[src/rtl/ffcp_tx_scheduler_if.sv]
// Request/frame/PB-RAM bundle for ffcp_tx_scheduler.
// slave is the scheduler side; master is the servers, ffcp_tx and PB RAM side.
interface ffcp_tx_scheduler_if #(
    parameter int unsigned PW = 5
);
    logic           data_req;
    logic           data_syn;
    logic [5:0]     data_index;
    logic [PW-1:0]  data_buf_pos;
    logic           ack_req;
    logic [5:0]     ack_index;
    logic           data_done;
    logic           ack_done;
    logic           tx_start;
    logic [1:0]     tx_type;
    logic [5:0]     tx_index;
    logic           tx_upstream_readclk;
    logic           tx_inclk;
    logic [7:0]     tx_in;
    logic           tx_in_done;
    logic           tx_done;
    logic [PW+9:0]  pb_raddr;
    logic [7:0]     pb_rdata;
    logic           timeout;

    modport master (
        output data_req, data_syn, data_index, data_buf_pos, ack_req, ack_index,
               tx_upstream_readclk, tx_done, pb_rdata,
        input  data_done, ack_done, tx_start, tx_type, tx_index, tx_inclk, tx_in,
               tx_in_done, pb_raddr, timeout
    );

    modport slave (
        input  data_req, data_syn, data_index, data_buf_pos, ack_req, ack_index,
               tx_upstream_readclk, tx_done, pb_rdata,
        output data_done, ack_done, tx_start, tx_type, tx_index, tx_inclk, tx_in,
               tx_in_done, pb_raddr, timeout
    );
endinterface

[src/rtl/ffcp_tx_scheduler.sv]
// Arbitrates ack/data requests into one FFCP frame at a time, streaming msg/syn payload from PB RAM.
// Optional abort watchdog enabled by defining FFCP_TX_SCHED_WATCHDOG_EN.
module ffcp_tx_scheduler #(
    parameter int unsigned PB_QUEUE_LEN    = 32,
    parameter int unsigned DATA_LEN        = 769,
    parameter int unsigned RAM_LATENCY     = 2,
    parameter int unsigned WATCHDOG_CYCLES = 100000
) (
    input logic              clk,
    input logic              rst,
    ffcp_tx_scheduler_if.slave bus
);
    localparam int unsigned PW = $clog2(PB_QUEUE_LEN);
    localparam int unsigned OW = 10;
    localparam int unsigned CW = OW + 1;           // count must be able to hold DATA_LEN itself
    localparam int unsigned L  = RAM_LATENCY;
    localparam logic [CW-1:0] LEN  = CW'(DATA_LEN);
    localparam logic [CW-1:0] LAST = CW'(DATA_LEN - 1);

    typedef enum logic [1:0] {
        IDLE      = 2'd0,
        START     = 2'd1,
        STREAM    = 2'd2,
        WAIT_DONE = 2'd3
    } state_t;

    state_t          state;
    logic            ack_pend, data_pend, data_syn_q, cur_ack;
    logic [5:0]      ack_idx_q, data_idx_q;
    logic [PW-1:0]   data_pos_q, cur_pos;
    logic [CW-1:0]   off_q;
    logic [L-1:0]    vld_dl, last_dl;
    logic            tx_start_q, ack_done_q, data_done_q, timeout_q;
    logic [1:0]      tx_type_q;
    logic [5:0]      tx_index_q;
    logic [PW+OW-1:0] pb_raddr_q;
    logic            take_c, wd_fire_c;

    assign take_c = (state == STREAM) && bus.tx_upstream_readclk && (off_q < LEN);

`ifdef FFCP_TX_SCHED_WATCHDOG_EN
    localparam int unsigned WW = $clog2(WATCHDOG_CYCLES + 1);
    logic [WW-1:0] wd_cnt;

    // Cycles spent in the current STREAM/WAIT_DONE visit; zero on every state entry.
    always_ff @(posedge clk or posedge rst) begin
        if (rst)
            wd_cnt <= '0;
        else if ((state == STREAM && !last_dl[L-1]) || state == WAIT_DONE)
            wd_cnt <= wd_cnt + WW'(1);
        else
            wd_cnt <= '0;
    end

    assign wd_fire_c = (state == STREAM || state == WAIT_DONE) &&
                       (wd_cnt == WW'(WATCHDOG_CYCLES - 1)) &&
                       !(state == WAIT_DONE && bus.tx_done);
`else
    logic wd_unused;
    assign wd_unused = ^WATCHDOG_CYCLES;
    assign wd_fire_c = 1'b0;
`endif

    always_ff @(posedge clk or posedge rst) begin
        if (rst) begin
            state       <= IDLE;
            ack_pend    <= 1'b0;
            data_pend   <= 1'b0;
            data_syn_q  <= 1'b0;
            cur_ack     <= 1'b0;
            ack_idx_q   <= '0;
            data_idx_q  <= '0;
            data_pos_q  <= '0;
            cur_pos     <= '0;
            off_q       <= '0;
            vld_dl      <= '0;
            last_dl     <= '0;
            tx_start_q  <= 1'b0;
            ack_done_q  <= 1'b0;
            data_done_q <= 1'b0;
            timeout_q   <= 1'b0;
            tx_type_q   <= '0;
            tx_index_q  <= '0;
            pb_raddr_q  <= '0;
        end else begin
            tx_start_q  <= 1'b0;
            ack_done_q  <= 1'b0;
            data_done_q <= 1'b0;
            timeout_q   <= 1'b0;

            // Valid/last travel alongside the RAM read so they line up with pb_rdata.
            vld_dl[0]  <= take_c;
            last_dl[0] <= take_c && (off_q == LAST);
            for (int i = 1; i < int'(L); i++) begin
                vld_dl[i]  <= vld_dl[i-1];
                last_dl[i] <= last_dl[i-1];
            end
            if (take_c) begin
                pb_raddr_q <= {cur_pos, off_q[OW-1:0]};
                off_q      <= off_q + CW'(1);
            end

            case (state)
                IDLE: begin
                    if (ack_pend) begin
                        ack_pend   <= 1'b0;
                        cur_ack    <= 1'b1;
                        tx_type_q  <= 2'd2;
                        tx_index_q <= ack_idx_q;
                        tx_start_q <= 1'b1;
                        state      <= START;
                    end else if (data_pend) begin
                        data_pend  <= 1'b0;
                        cur_ack    <= 1'b0;
                        tx_type_q  <= data_syn_q ? 2'd0 : 2'd1;
                        tx_index_q <= data_idx_q;
                        cur_pos    <= data_pos_q;
                        tx_start_q <= 1'b1;
                        state      <= START;
                    end
                end
                START: begin
                    off_q <= '0;
                    state <= cur_ack ? WAIT_DONE : STREAM;
                end
                STREAM: begin
                    if (!wd_fire_c && last_dl[L-1])
                        state <= WAIT_DONE;
                end
                WAIT_DONE: begin
                    if (bus.tx_done) begin
                        ack_done_q  <= cur_ack;
                        data_done_q <= !cur_ack;
                        state       <= IDLE;
                    end
                end
            endcase

            // Watchdog abort: report done with timeout and drop any bytes still in flight.
            if (wd_fire_c) begin
                timeout_q   <= 1'b1;
                ack_done_q  <= cur_ack;
                data_done_q <= !cur_ack;
                vld_dl      <= '0;
                last_dl     <= '0;
                state       <= IDLE;
            end

            // Requests are captured in every state; a repeat overwrites the pending fields.
            if (bus.ack_req) begin
                ack_pend  <= 1'b1;
                ack_idx_q <= bus.ack_index;
            end
            if (bus.data_req) begin
                data_pend  <= 1'b1;
                data_syn_q <= bus.data_syn;
                data_idx_q <= bus.data_index;
                data_pos_q <= bus.data_buf_pos;
            end
        end
    end

    assign bus.tx_start   = tx_start_q;
    assign bus.tx_type    = tx_type_q;
    assign bus.tx_index   = tx_index_q;
    assign bus.ack_done   = ack_done_q;
    assign bus.data_done  = data_done_q;
    assign bus.timeout    = timeout_q;
    assign bus.pb_raddr   = pb_raddr_q;
    assign bus.tx_inclk   = vld_dl[L-1];
    assign bus.tx_in_done = last_dl[L-1];
    assign bus.tx_in      = vld_dl[L-1] ? bus.pb_rdata : 8'h00;
endmodule

[src/flat_wrapper.sv]
// flat-port wrapper written by rule: the top's interface ports become plain ports
module ffcp_tx_scheduler_flat 
#(
    parameter int unsigned PB_QUEUE_LEN    = 32,
    parameter int unsigned DATA_LEN        = 769,
    parameter int unsigned RAM_LATENCY     = 2,
    parameter int unsigned WATCHDOG_CYCLES = 100000
)
  (clk, rst, bus_data_req, bus_data_syn, bus_data_index, bus_data_buf_pos, bus_ack_req, bus_ack_index, bus_tx_upstream_readclk, bus_tx_done, bus_pb_rdata, bus_data_done, bus_ack_done, bus_tx_start, bus_tx_type, bus_tx_index, bus_tx_inclk, bus_tx_in, bus_tx_in_done, bus_pb_raddr, bus_timeout);
  ffcp_tx_scheduler_if #(.PW(5)) bus_i ();
  input logic clk;
  input logic rst;
  input wire logic [$bits(bus_i.data_req)-1:0] bus_data_req;
  input wire logic [$bits(bus_i.data_syn)-1:0] bus_data_syn;
  input wire logic [$bits(bus_i.data_index)-1:0] bus_data_index;
  input wire logic [$bits(bus_i.data_buf_pos)-1:0] bus_data_buf_pos;
  input wire logic [$bits(bus_i.ack_req)-1:0] bus_ack_req;
  input wire logic [$bits(bus_i.ack_index)-1:0] bus_ack_index;
  input wire logic [$bits(bus_i.tx_upstream_readclk)-1:0] bus_tx_upstream_readclk;
  input wire logic [$bits(bus_i.tx_done)-1:0] bus_tx_done;
  input wire logic [$bits(bus_i.pb_rdata)-1:0] bus_pb_rdata;
  output wire logic [$bits(bus_i.data_done)-1:0] bus_data_done;
  output wire logic [$bits(bus_i.ack_done)-1:0] bus_ack_done;
  output wire logic [$bits(bus_i.tx_start)-1:0] bus_tx_start;
  output wire logic [$bits(bus_i.tx_type)-1:0] bus_tx_type;
  output wire logic [$bits(bus_i.tx_index)-1:0] bus_tx_index;
  output wire logic [$bits(bus_i.tx_inclk)-1:0] bus_tx_inclk;
  output wire logic [$bits(bus_i.tx_in)-1:0] bus_tx_in;
  output wire logic [$bits(bus_i.tx_in_done)-1:0] bus_tx_in_done;
  output wire logic [$bits(bus_i.pb_raddr)-1:0] bus_pb_raddr;
  output wire logic [$bits(bus_i.timeout)-1:0] bus_timeout;
  assign bus_i.data_req = bus_data_req;
  assign bus_i.data_syn = bus_data_syn;
  assign bus_i.data_index = bus_data_index;
  assign bus_i.data_buf_pos = bus_data_buf_pos;
  assign bus_i.ack_req = bus_ack_req;
  assign bus_i.ack_index = bus_ack_index;
  assign bus_i.tx_upstream_readclk = bus_tx_upstream_readclk;
  assign bus_i.tx_done = bus_tx_done;
  assign bus_i.pb_rdata = bus_pb_rdata;
  assign bus_data_done = bus_i.data_done;
  assign bus_ack_done = bus_i.ack_done;
  assign bus_tx_start = bus_i.tx_start;
  assign bus_tx_type = bus_i.tx_type;
  assign bus_tx_index = bus_i.tx_index;
  assign bus_tx_inclk = bus_i.tx_inclk;
  assign bus_tx_in = bus_i.tx_in;
  assign bus_tx_in_done = bus_i.tx_in_done;
  assign bus_pb_raddr = bus_i.pb_raddr;
  assign bus_timeout = bus_i.timeout;
  ffcp_tx_scheduler #(.PB_QUEUE_LEN(PB_QUEUE_LEN), .DATA_LEN(DATA_LEN), .RAM_LATENCY(RAM_LATENCY), .WATCHDOG_CYCLES(WATCHDOG_CYCLES)) u_core (.clk(clk), .rst(rst), .bus(bus_i));
endmodule
[config.mk]
export PLATFORM = sky130hd
export DESIGN_NAME = ffcp_tx_scheduler_flat
export DESIGN_NICKNAME = d
export VERILOG_FILES = /design/src/rtl/ffcp_tx_scheduler_if.sv /design/src/rtl/ffcp_tx_scheduler.sv /design/src/flat_wrapper.sv
export SDC_FILE = /design/constraint.sdc
export NUM_CORES = 1
export LEC_CHECK = 0
export ABC_AREA = 1
export CORE_ASPECT_RATIO = 1.75
export CORE_MARGIN = 1
export CORE_UTILIZATION = 38
export DETAILED_ROUTE_END_ITERATION = 8
export PLACE_DENSITY = 0.72
export SYNTH_ARGS = -nofsm -noshare
export SYNTH_HDL_FRONTEND = slang
export SYNTH_SLANG_ARGS = --single-unit
[constraint.sdc]
create_clock -name clk -period 3.4 [get_ports clk]
set_clock_uncertainty 0.1 [all_clocks]
set_input_delay 0.34 -clock clk [delete_from_list [all_inputs] [get_ports clk]]
set_output_delay 0.34 -clock clk [all_outputs]
set_load 0.005 [all_outputs]
==> impl_metrics.yaml, run 1 <==
synth:
  yosysWarnings: 0
  synth_commonest_cells: "nand2_1, dfrtp_1, inv_1, nand3_1, nor2_1"
  synth-edff-count: 0
  seq_area_frac_synth_pct: 55.9
  yosysTopAreaCell: "dfrtp_1"
  synthMostInstantiatedCell: "nand2_1"
  yosysUniqueCellTypes: 25
  syn-num-nets: 401
  synth-main-ff-cell: "dfrtp_1"
  synth_top_cell_area_share_pct: 55.9
  syn_area_per_cell_sq_um: 8.41
  ys_top_cells_by_area: "dfrtp_1, nand2_1, inv_1, nand3_1, ha_1"
  async_reset_ff_share_pct: 100
  syn_area_sq_mm: 0.00304
  synth_cells: 362
  ys_seq_elements: 68
clock_tree:
  cts_tree: "done"
  root_buffer: "clkbuf_16"
  htree_levels: 3
  clk_latency_ps: 320
  clkTransAtPathRegs_ps: 50
  cts.sinks: 68
  cts_resized: 0
  ctsHoldBuffers: 0
  clock_tree.buffer_depth: 2
  postCtsSetupBuffers: 0
  numCtsBuffers: 9
worst_hold_path:
  hp-class: "flip-flop to flip-flop"
  hold-path-cell-count: 0
  whs_endpoint: "u_core.last_dl[1]"
  hp-start: "u_core.last_dl[0]"
final_layout:
  final_nets: 465
  area_delta_synth_final_pct: 33.1
  final_layout_size_suffix_gt1_share_pct: 5.34
  nFillCells: 741
  diodes: 0
  fin_area_sq_mm: 0.00405
floorplanning:
  die_h_microns: 120
  placement_rows: 42
  die_w_microns: 69.6
  core-area_sq_mm: 0.00767
  pin_count: 69
  initial_utilization_pct: 39.7
  dieArea_sq_mm: 0.00838
place:
  postPlaceCellArea_sq_mm: 0.00375
  gpl.final_weighted_congestion: 0.796
  dpl_worst_slack_ps: 1240
  hpwl_microns: 4410
  portBuffers: 67
worst_setup_path:
  crit_path_start_kind: "flip-flop"
  crit_arrival_ps: 2220
  r2r_end: "u_core.off_q[1]"
  path_class: "flip-flop to flip-flop"
  end_kind: "flip-flop"
  r2r_cells: 8
  r2r-start: "u_core.state[0]"
  reg2reg_slack_ps: 1340
  crit_required_ps: 3550
  cp_max_fo: 20
power_and_ir_drop:
  finalPower_w: 0.00280
  pwr-share-comb_pct: 27.8
  p_per_area_mw_per_mm2: 692
  swShare_pct: 29.9
  p_int_w: 0.00197
  seq_power_share_pct: 40.2
  p_leak_nw: 2.08
  ir_drop_mv: 0.598
  clock_power_share_pct: 32.0
  p_switching_w: 0.000839
timing:
  tns_ps: 0
  slew_headroom_pct: 45.0
  maxSlewViolCount: 0
  report.final.setup_viol: 0
  period_needed_ps: 2060
  fmax_ghz: 0.485
  max_slew.worst_pin.slew_ps: 825
  rsz0062_at_grt: "no"
  hold_violations: 0
  setup_ws_ps: 1340
  finalCritPeriodShare_pct: 60.6
global_route:
  grt_overflow: 0
  grt_pass1_wl_microns: 10900
  grt_antenna_before_repair: 0
  grt_usage_pct: 16.6
  grt_pass1_vias: 2468
  grt_max_degree: 69
route:
  avgRoutedWirePerCell_microns: 12.1
  via_per_inst: 4.70
  ant_nets: 0
  drt_wl_total_microns: 6270
  via_count: 2441
  firstDrtPassIters: 4
  drc: 0
  drtIter0Drc: 128
run:
  drv_cap: 0
outcome:
  status: "finished, final reports clean"
-- state kept, by name (all words and copies together), names as in the netlist, 2 cells and up --
| name | count |
|---|---|
| u_core.last_dl | 2 |
| u_core.state | 2 |
| u_core.data_idx_q | 6 |
| u_core.vld_dl | 2 |
| u_core.bus.tx_type | 2 |
| u_core.data_pos_q | 5 |
| u_core.ack_idx_q | 6 |
| u_core.cur_pos | 5 |
| u_core.bus.pb_raddr | 15 |
| u_core.off_q | 11 |
| u_core.bus.tx_index | 6 |
-- cells in the final DEF (no fill, tap or decap) --
cell and n:
nand2_1 137, dfrtp_1 68, clkdlybuf4s50_1 67, inv_1 39, nand3_1 28, nor2_1 20
o21ai_0 12, clkbuf_16 9, ha_1 7, o21ai_1 6, a31oi_1 6, xor2_1 5
clkbuf_8 5, inv_2 3, o22ai_1 3, a21oi_1 3, nand3_2 2, nor3_1 2
clkbuf_1 2, nor2_2 1, and2_0 1, a21oi_4 1, nand3b_1 1, nor3_2 1
conb_1 1, buf_4 1
-- worst max path at each step --
stage                             from                      end  slack, ps  depth (start not counted)
3_3_place_gp   bus_tx_upstream_readclk  u_core.bus.pb_raddr[14]       1290                          7
3_5_place_dp   bus_tx_upstream_readclk          u_core.off_q[1]       1240                          7
5_1_grt                u_core.state[0]          u_core.off_q[1]       1110                          8
4_1_cts                u_core.state[0]          u_core.off_q[1]       1320                          8
2_1_floorplan                      rst      u_core.ack_idx_q[0]       1250                          1
6_report               u_core.state[0]          u_core.off_q[1]       1340                          8
-- critical path, stage by stage, from the launching register on --
cell	delay, ps
dfrtp_1	400
inv_1	150
ha_1	190
nand2_1	50
nor2_1	150
nand2_1	90
nor2_2	580
nand3_1	170
nand2_1	110
-- metrics by stage --
stage          hold slack [ps]  utilization, %  std cells
2_1_floorplan              231               -        362
3_3_place_gp               238            48.9        503
3_5_place_dp               239            48.9        503
4_1_cts                    253            52.8        519
5_1_grt                    265            52.8        519
6_report                   251            52.8        519
-- layout make-up --
cell class,instances,area [sq um],share of cell area (%)
timing repair buffer,68,678,16.7
multi-input combinational,237,1100,27.2
tap,88,110,2.72
inverter,42,158,3.89
clock buffer,16,302,7.44
sequential,68,1700,42.0
-- power groups by stage --
| stage | Clock [W] | Sequential [W] | Combinational (W) |
|---|---|---|---|
| final | 0.000898 | 0.00113 | 0.000779 |
| after global routing | 0.000961 | 0.00115 | 0.000894 |
| after CTS | 0.000923 | 0.00113 | 0.000793 |
| after detailed placement | 0 | 0.00114 | 0.000789 |
| after global placement | 0 | 0.00113 | 0.000760 |
| after floorplan | 0 | 0.00111 | 0.000475 |
-- cells by family after synthesis --
group | count (synthesis) | synth area share (%)
AND/OR/NAND/NOR | 193 | 25.9
flip-flops | 68 | 55.9
buffers and inverters | 57 | 7.85
AO/OA/AOI/OAI | 31 | 5.84
adder cells (fa/ha/maj) | 7 | 2.88
XOR/XNOR | 5 | 1.44
other | 1 | 0.123
-- metal layers --
layer	up-vias	wire (microns)	GRT usage, %
met5	-	0	0
met4	0	108	8.88
met3	12	221	4.50
met2	62	3440	29.3
met1	1127	2510	17.8
li1	1240	-	-
Power figures use the tool's default switching activity.
==> run 2: changes to the inputs <==
==> constraint.sdc (replaced) <==
create_clock -name clk -period 1.9 [get_ports clk]
set_clock_uncertainty 0.1 [all_clocks]
set_input_delay 0.19 -clock clk [delete_from_list [all_inputs] [get_ports clk]]
set_output_delay 0.19 -clock clk [all_outputs]
set_load 0.005 [all_outputs]
==> impl_metrics.yaml, run 2 (synthesis results as in run 1) <==
outcome:
  status: "finished, final reports clean"
route:
  via_per_inst: 4.67
  firstDrtPassIters: 4
  drtIter0Drc: 119
  via_count: 2436
  avgRoutedWirePerCell_microns: 12.1
  drc: 0
  ant_nets: 0
  drt_wl_total_microns: 6330
global_route:
  grt_pass1_vias: 2556
  grt_max_degree: 69
  grt_antenna_before_repair: 0
  grt_usage_pct: 16.9
  grt_pass1_wl_microns: 11100
  grt_overflow: 0
clock_tree:
  cts.sinks: 68
  clock_tree.buffer_depth: 2
  numCtsBuffers: 9
  clk_latency_ps: 320
  clkTransAtPathRegs_ps: 50
  htree_levels: 3
  root_buffer: "clkbuf_16"
  cts_tree: "done"
final_layout:
  final_nets: 469
  final_common_cell: "nand2_1"
  final_cell_mix: "nand2_1, dfrtp_1, clkdlybuf4s50_1, inv_1, nand3_1"
  fin_area_sq_mm: 0.00410
  final_layout_size_suffix_gt1_share_pct: 5.99
  largest_reg_flops: 15
  post-route-util_pct: 53.4
  area_delta_synth_final_pct: 34.6
  diodes: 0
timing:
  fmax_ghz: 0.579
  hold_violations: 0
  max_slew.worst_pin.slew_ps: 571
  finalCritPeriodShare_pct: 90.9
  maxSlewViolCount: 0
  tns_ps: 0
  period_needed_ps: 1730
  setup_ws_ps: 172
  slew_headroom_pct: 61.9
  report.final.setup_viol: 0
  rsz0062_at_grt: "no"
floorplanning:
  die_h_microns: 120
  core-area_sq_mm: 0.00767
  pin_count: 69
  dieArea_sq_mm: 0.00838
  die_w_microns: 69.6
  placement_rows: 42
  initial_utilization_pct: 39.7
worst_setup_path:
  path_cells: "nand2_1 > inv_1 > clkdlybuf4s50_1"
  crit_buf_inv: 2
  cpPeakStageDelay_ps: 500
  cp_slowest_cell: "clkdlybuf4s50_1"
  critical-path-top-delay-family: "buffers and inverters"
  crit_required_ps: 1610
  crit_path_start_kind: "flip-flop"
  path_class: "flip-flop to output pin"
  cp_max_fo: 9
  end_kind: "output pin"
  crit_arrival_ps: 1440
power_and_ir_drop:
  ir_drop_mv: 0.615
  p_leak_nw: 2.09
  p_per_area_mw_per_mm2: 1230
  finalPower_w: 0.00506
run:
  drv_cap: 0
worst_hold_path:
  hp-class: "input port to async pin"
place:
  hpwl_microns: 4560
  dpl_worst_slack_ps: 197
  portBuffers: 67
  gpl.final_weighted_congestion: 0.818
  postPlaceCellArea_sq_mm: 0.00381
run 2: final cells by class:
| type | instances | area (sq um) |
|---|---|---|
| clock buffers | 13 | 250 |
| clock inverters | 2 | 35.0 |
| fillers | 714 | 3580 |
| inverters | 42 | 161 |
| multi-input cells | 237 | 1100 |
| flip-flops and latches | 68 | 1700 |
| well taps | 88 | 110 |
| repair buffers | 72 | 733 |
run 2: worst reg2reg max path, stage by stage, from the launching register on:
cell and delay, ps:
dfrtp_1 440, nor2_1 220, nand3_1 170, nand2_1 130, nand2_1 80, nor2_2 140
buf_12 170, nand3_1 80, nand2_1 100
run 2: power by group:
part | switching [W] | internal, W
combinational | 0.000720 | 0.000720
sequential | 0.000240 | 0.00178
clock | 0.000555 | 0.00104
run 2: worst paths after layout:
| kind | startpoint | endpoint | slack (ps) | cells past startpoint |
|---|---|---|---|---|
| max | u_core.vld_dl[1] | bus_tx_in[1] | 170 | 3 |
| min | rst | u_core.bus.tx_type[0] | 210 | 3 |
| max reg2reg | u_core.off_q[5] | u_core.off_q[5] | 210 | 8 |
| min reg2reg | u_core.last_dl[0] | u_core.last_dl[1] | 250 | 0 |
| max in group asynchronous | rst | u_core.bus.pb_raddr[14] | 1210 | 3 |
| min in group clk | u_core.last_dl[0] | u_core.last_dl[1] | 250 | 0 |
run 2: stage by stage:
step                std cells  hold WS (ps)
global route              522           250
global placement          507           235
detailed placement        507           240
CTS                       522           220
finish                    522           206
floorplan                 362           202
run 2: layer usage:
layer | GRT usage (%) | vias up | share of wire (%) | wire, microns
met5 | 0 | - | 0 | 0
met4 | 10.0 | 0 | 2.6 | 163
met3 | 4.00 | 14 | 2.9 | 186
met2 | 30.1 | 48 | 55 | 3460
met1 | 17.9 | 1120 | 40 | 2530
li1 | - | 1254 | - | -
run 2: repair_timing:
item                                   4_1_cts  5_1_grt
hold buffers                                 0        0
gates resized for setup                      0        1
setup endpoints to repair                    0        1
endpoints found under the hold margin        0        0
buffers inserted                             0        0
==> run 3: changes to the inputs <==
--- a/config.mk
+++ b/config.mk
@@ -6,10 +6,12 @@
 export NUM_CORES = 1
 export LEC_CHECK = 0
 export ABC_AREA = 1
+export CAP_MARGIN = 20
 export CORE_ASPECT_RATIO = 1.75
 export CORE_MARGIN = 1
 export CORE_UTILIZATION = 38
 export DETAILED_ROUTE_END_ITERATION = 8
+export HOLD_SLACK_MARGIN = 0.15
 export PLACE_DENSITY = 0.72
 export SYNTH_ARGS = -nofsm -noshare
 export SYNTH_HDL_FRONTEND = slang
==> results of run 3 <==
No change in the layout: final DEF, timing and power equal those of run 2.
